### config.mk
export PLATFORM = sky130hd
export DESIGN_NAME = usart_tx_fifo
export DESIGN_NICKNAME = d
export VERILOG_FILES = /design/src/rtl/usart_tx_fifo.sv
export SDC_FILE = /design/constraint.sdc
export NUM_CORES = 1
export LEC_CHECK = 0
export BUFFER_PORTS_ARGS = -buffer_cell sky130_fd_sc_hd__buf_2
export CAP_MARGIN = 15
export CORE_ASPECT_RATIO = 0.8
export CORE_UTILIZATION = 65
export CTS_CLUSTER_SIZE = 8
export DETAILED_ROUTE_END_ITERATION = 7
export PLACE_DENSITY = 0.86
export RECOVER_POWER = 50
export SETUP_SLACK_MARGIN = 0.1
export SYNTH_ARGS = -nofsm -noshare
export SYNTH_HDL_FRONTEND = slang
export SYNTH_SLANG_ARGS = --single-unit
### constraint.sdc
create_clock -name clk -period 3.7 [get_ports clk]
set_input_delay 0.555 -clock clk [delete_from_list [all_inputs] [get_ports clk]]
set_output_delay 0.555 -clock clk [all_outputs]
set_load 0.05 [all_outputs]
### src/rtl/usart_tx_fifo.sv
// rtl/usart_tx_fifo.sv - circular byte FIFO feeding the USART transmitter one launch at a time
// Optional: define USART_TX_FIFO_CRLF_EN to append 8'h0A after every transmitted 8'h0D (DATA_BIT=8 only).
module usart_tx_fifo #(
  parameter int DATA_BIT  = 8,
  parameter int ADDR_W    = 4,
  parameter int BUSY_WAIT = 4
) (
  input  logic                clk,
  input  logic                reset,
  input  logic [DATA_BIT-1:0] wr_data,
  input  logic                wr_en,
  input  logic                tx_busy,
  output logic [DATA_BIT-1:0] tx_data,
  output logic                tx_enable,
  output logic [ADDR_W:0]     count,
  output logic                full,
  output logic                empty,
  output logic                overflow,
  input  logic                clr_overflow
);

  localparam int                 WAIT_W    = (BUSY_WAIT < 2) ? 1 : $clog2(BUSY_WAIT);
  localparam logic [WAIT_W-1:0]  WAIT_LAST = WAIT_W'(BUSY_WAIT - 1);
  localparam logic [ADDR_W:0]    DEPTH     = {1'b1, {ADDR_W{1'b0}}};

  typedef enum logic [2:0] {
    IDLE,
    LAUNCH,
    WAIT_BUSY,
    WAIT_DONE
`ifdef USART_TX_FIFO_CRLF_EN
    , LF
`endif
  } state_t;

  state_t              state_q, state_d;
  logic [WAIT_W-1:0]   wait_q, wait_d;
  logic [DATA_BIT-1:0] mem [2**ADDR_W];
  logic [ADDR_W-1:0]   wr_ptr, rd_ptr;
  logic                wr_ok;
  logic                pop;
`ifdef USART_TX_FIFO_CRLF_EN
  logic                lf_launch;
`endif

  assign full  = (count == DEPTH);
  assign empty = (count == '0);
  // full is the registered value, so a pop in this cycle cannot rescue a write
  assign wr_ok = wr_en && !full;

  always_ff @(posedge clk or negedge reset) begin
    if (!reset) begin
      state_q <= IDLE;
      wait_q  <= '0;
    end else begin
      state_q <= state_d;
      wait_q  <= wait_d;
    end
  end

  always_comb begin
    state_d = state_q;
    wait_d  = wait_q;
    pop     = 1'b0;
`ifdef USART_TX_FIFO_CRLF_EN
    lf_launch = 1'b0;
`endif
    case (state_q)
      IDLE: begin
        if (count != '0 && !tx_busy) state_d = LAUNCH;
      end
      LAUNCH: begin
        pop     = 1'b1;
        wait_d  = '0;
        state_d = WAIT_BUSY;
      end
      WAIT_BUSY: begin
        if (tx_busy)                 state_d = WAIT_DONE;
        else if (wait_q == WAIT_LAST) state_d = IDLE;
        else                         wait_d  = wait_q + 1'b1;
      end
      WAIT_DONE: begin
        if (!tx_busy) begin
          state_d = IDLE;
`ifdef USART_TX_FIFO_CRLF_EN
          if (tx_data == DATA_BIT'(8'h0D)) state_d = LF;
`endif
        end
      end
`ifdef USART_TX_FIFO_CRLF_EN
      LF: begin
        lf_launch = 1'b1;
        wait_d    = '0;
        state_d   = WAIT_BUSY;
      end
`endif
      default: state_d = IDLE;
    endcase
  end

  always_ff @(posedge clk) begin
    if (wr_ok) mem[wr_ptr] <= wr_data;
  end

  always_ff @(posedge clk or negedge reset) begin
    if (!reset) begin
      wr_ptr    <= '0;
      rd_ptr    <= '0;
      count     <= '0;
      tx_data   <= '0;
      tx_enable <= 1'b0;
      overflow  <= 1'b0;
    end else begin
      if (wr_ok) wr_ptr <= wr_ptr + 1'b1;
      if (pop)   rd_ptr <= rd_ptr + 1'b1;
      case ({wr_ok, pop})
        2'b10:   count <= count + 1'b1;
        2'b01:   count <= count - 1'b1;
        default: count <= count;
      endcase
      if (wr_en && full)     overflow <= 1'b1;
      else if (clr_overflow) overflow <= 1'b0;
`ifdef USART_TX_FIFO_CRLF_EN
      tx_enable <= pop || lf_launch;
      if (pop)            tx_data <= mem[rd_ptr];
      else if (lf_launch) tx_data <= DATA_BIT'(8'h0A);
`else
      tx_enable <= pop;
      if (pop) tx_data <= mem[rd_ptr];
`endif
    end
  end

endmodule

==> impl_metrics.py <==
metrics = {
    "status": {
        "status": "complete, but fails checks",
        "violations": "max-capacitance violations, max-slew violations",
    },
    "setup_path": {
        "worstPathArrival_ns": 3.20,
        "endpoint_kind": "flop",
        "rrSetupSlack_ns": 0.81,
        "crit_path_frequent_cell": "xor2_1",
        "startpoint_type": "flop",
        "crit_required_ns": 4.00,
        "path_class": "flop to flop",
        "crit_chain": "nor4_1, a21boi_4, inv_1, ha_1, xor2_1, ha_1, a21oi_1, xor2_1, nor2_1, xor2_1",
        "crit_slowest_cell": "nor4_1",
        "cpPeakStageDelay_ns": 0.73,
        "critPathMaxFanout": 9,
    },
    "sta": {
        "tightest_slew_ns": 1.58,
        "finalCritPeriodShare_pct": 78.2,
        "finalMaxSlewViolations": 28,
        "setup_slack_ns": 0.807,
        "hold_viol": 0,
        "period_needed_ns": 2.89,
        "finClkSkew_ns": 0.00972,
        "tns_ns": 0,
        "fin_hold_ws_ns": 0.367,
        "slew_headroom_pct": -5.15,
        "timing.fmax_mhz": 346,
        "setup_viol": 0,
        "rsz0062_at_grt": "no",
    },
    "pwr": {
        "vdd_drop_max_mv": 0.789,
        "p_sw_share_pct": 35.5,
        "combPwrFrac_pct": 28.9,
        "p_sw_mw": 2.06,
        "power_mw": 5.81,
        "internal_power_mw": 3.75,
        "cellPowerDensity_nw_per_um2": 814,
        "p_leak_nw": 2.64,
        "seqPwrFrac_pct": 43.8,
        "p_clk_share_pct": 27.3,
    },
    "grt": {
        "grt_max_degree": 66,
        "grt_usage_pct": 27.0,
        "gr-total-overflow": 0,
        "grt_pass1_vias": 3546,
        "grt_pass1_wl_microns": 19400,
        "antenna_found_initial": 0,
    },
    "floorplan": {
        "die_w_microns": 113,
        "die_height_microns": 91.0,
        "dieArea_sq_um": 10300,
        "initial_core_util_pct": 66.9,
        "core_sq_um": 9610,
        "rows": 32,
        "io_pins": 30,
    },
    "cts": {
        "cts_buffers": 17,
        "cts_buffer_depth": 2,
        "cts_tree": "done",
        "cts-resized-gates": 0,
        "cts_num_sinks": 155,
        "postCtsSetupBuffers": 0,
        "root_buffer": "clkbuf_16",
        "cts_hold_repair.buffers": 0,
        "cts_max_level": 4,
        "clk_pin_slew_ns": 0.06,
        "clk_latency_ns": 0.42,
    },
    "detailed_routing": {
        "dr_total_vias": 3651,
        "wire_per_inst_microns": 21.9,
        "firstDrtPassIters": 6,
        "drc": 0,
        "drtIter0Drc": 354,
        "wl_microns": 12800,
        "antenna_left": 0,
        "vias_per_cell": 6.23,
    },
    "flow_run": {
        "drv_cap": 1,
    },
    "cells_and_area": {
        "n_antenna_cell": 0,
        "nNetsFinal": 476,
        "syn_to_final_growth_pct": 11.0,
        "final_layout_size_suffix_gt1_share_pct": 14.6,
    },
    "synthesis": {
        "synth_area_sq_um": 6430,
        "yosysSeqAreaShare_pct": 70.3,
        "ys.flop_type": "edfxtp_1",
        "syn_area_per_cell_sq_um": 15.3,
        "syn_nets": 443,
        "synth_cells": 421,
        "yosysWarnings": 0,
        "synth_cell_types": 41,
        "async_flop_share_pct": 17.4,
        "synth.ff_latch_count": 155,
        "synth_edf_count": 128,
    },
    "place": {
        "place_ws_ns": 1.04,
        "place_congestion": 0.877,
        "hpwl_microns": 7850,
        "port_buffers": 29,
    },
    "hold_path": {
        "min_path_type": "primary input to flop",
    },
}
==> Yosys cell counts (2+ instances only) <==
library cell  count  area, sq um
edfxtp_1        128         3840
mux2i_1          65          651
nand2_1          36          135
dfrtp_1          27          676
nand3_1          25          125
a22oi_1          16          120
nor2_1           16         60.1
a21oi_1          12         60.1
ha_1              9          113
a21oi_2           8         70.1
xnor2_1           7         61.3
buf_4             6         45.0
buf_6             6         67.6
inv_1             6         22.5
o21ai_0           6         30.0
xor2_1            6         52.6
buf_2             5         25.0
nor3_1            5         25.0
clkbuf_1          3         11.3
nand2b_1          3         18.8
nor2b_1           3         18.8
and2_1            2         12.5
and2b_1           2         15.0
and3b_1           2         17.5
==> through the flow <==
| stage | util, % | instances | cell area [sq um] |
|---|---|---|---|
| after global placement | 68.7 | 551 | 6600 |
| final | 74.3 | 586 | 7140 |
| after global routing | 74.3 | 586 | 7140 |
| after detailed placement | 68.7 | 551 | 6600 |
| after floorplan | - | 421 | 6430 |
| after CTS | 74.4 | 583 | 7150 |
==> placed cells by master, fill, tap and decap left out, drive strengths merged, types with 5 or more instances in the layout <==
master  Yosys  routed
a21oi      20      20
inv         6       7
nor2       16      16
clkbuf      4      35
ha          9       9
xor2        6       6
o21ai       6       6
a22oi      16      16
xnor2       7       7
edfxtp    128     128
nor3        5       5
dfrtp      27      27
mux2i      65      65
nand3      25      25
nand2      37      37
buf        18      26
clkinv      0       5
==> cell type report <==
class,instances,area (sq um)
Clock buffer,25,507
Inverter,6,22.5
Clock inverter,7,38.8
Sequential cell,155,4520
Multi-Input combinational cell,238,1720
Tap cell,119,149
Timing Repair Buffer,36,181
Fill cell,576,2470
==> state kept, by name (all words and copies together), names as in the netlist <==
signal / cells
tx_enable: 1
overflow: 1
wr_ptr: 4
mem: 128
tx_data: 8
count: 5
wait_q: 2
rd_ptr: 4
state_q: 2
==> cell families after synthesis <==
group / Yosys count / share of synthesized area [%]
compound gates: 49 / 5.39
xor+xnor: 13 / 1.77
fa+ha+maj: 9 / 1.75
buf+inv: 28 / 2.80
flops: 155 / 70.3
mux: 66 / 10.3
simple gates: 101 / 7.71
==> path summary, 6_finish.rpt <==
check                                start          to  cells after the start
worst min register to register  tx_data[5]  tx_data[5]                      2
worst max register to register    count[0]    count[2]                     10
worst min-delay path                 wr_en    overflow                      2
worst max-delay path              count[0]    count[2]                     10
min in group asynchronous            reset    count[2]                      1
max in group asynchronous            reset   rd_ptr[1]                      1
==> metal layers <==
metal | routed length (microns) | global-route usage, %
met1 | 5390 | 35.1
met3 | 1090 | 9.48
met4 | 175 | 9.98
met5 | 0 | 0
met2 | 6160 | 42.3
==> critical path: cells and delay by family (launching register included) <==
kind / cells / cell delay (ns)
simple gates: 2 / 0.80
fa+ha+maj: 2 / 0.57
xor+xnor: 3 / 0.45
flops: 1 / 0.44
compound gates: 2 / 0.38
buf+inv: 1 / 0.13
==> power groups by stage <==
stage | clock network [mW] | registers [mW] | logic [mW]
detailed placement | 0 | 2.59 | 1.65
CTS | 1.60 | 2.56 | 1.67
floorplan | 0 | 2.62 | 1.22
global placement | 0 | 2.57 | 1.60
global route | 1.67 | 2.59 | 1.80
finish | 1.59 | 2.54 | 1.68
Power figures use the tool's default switching activity.
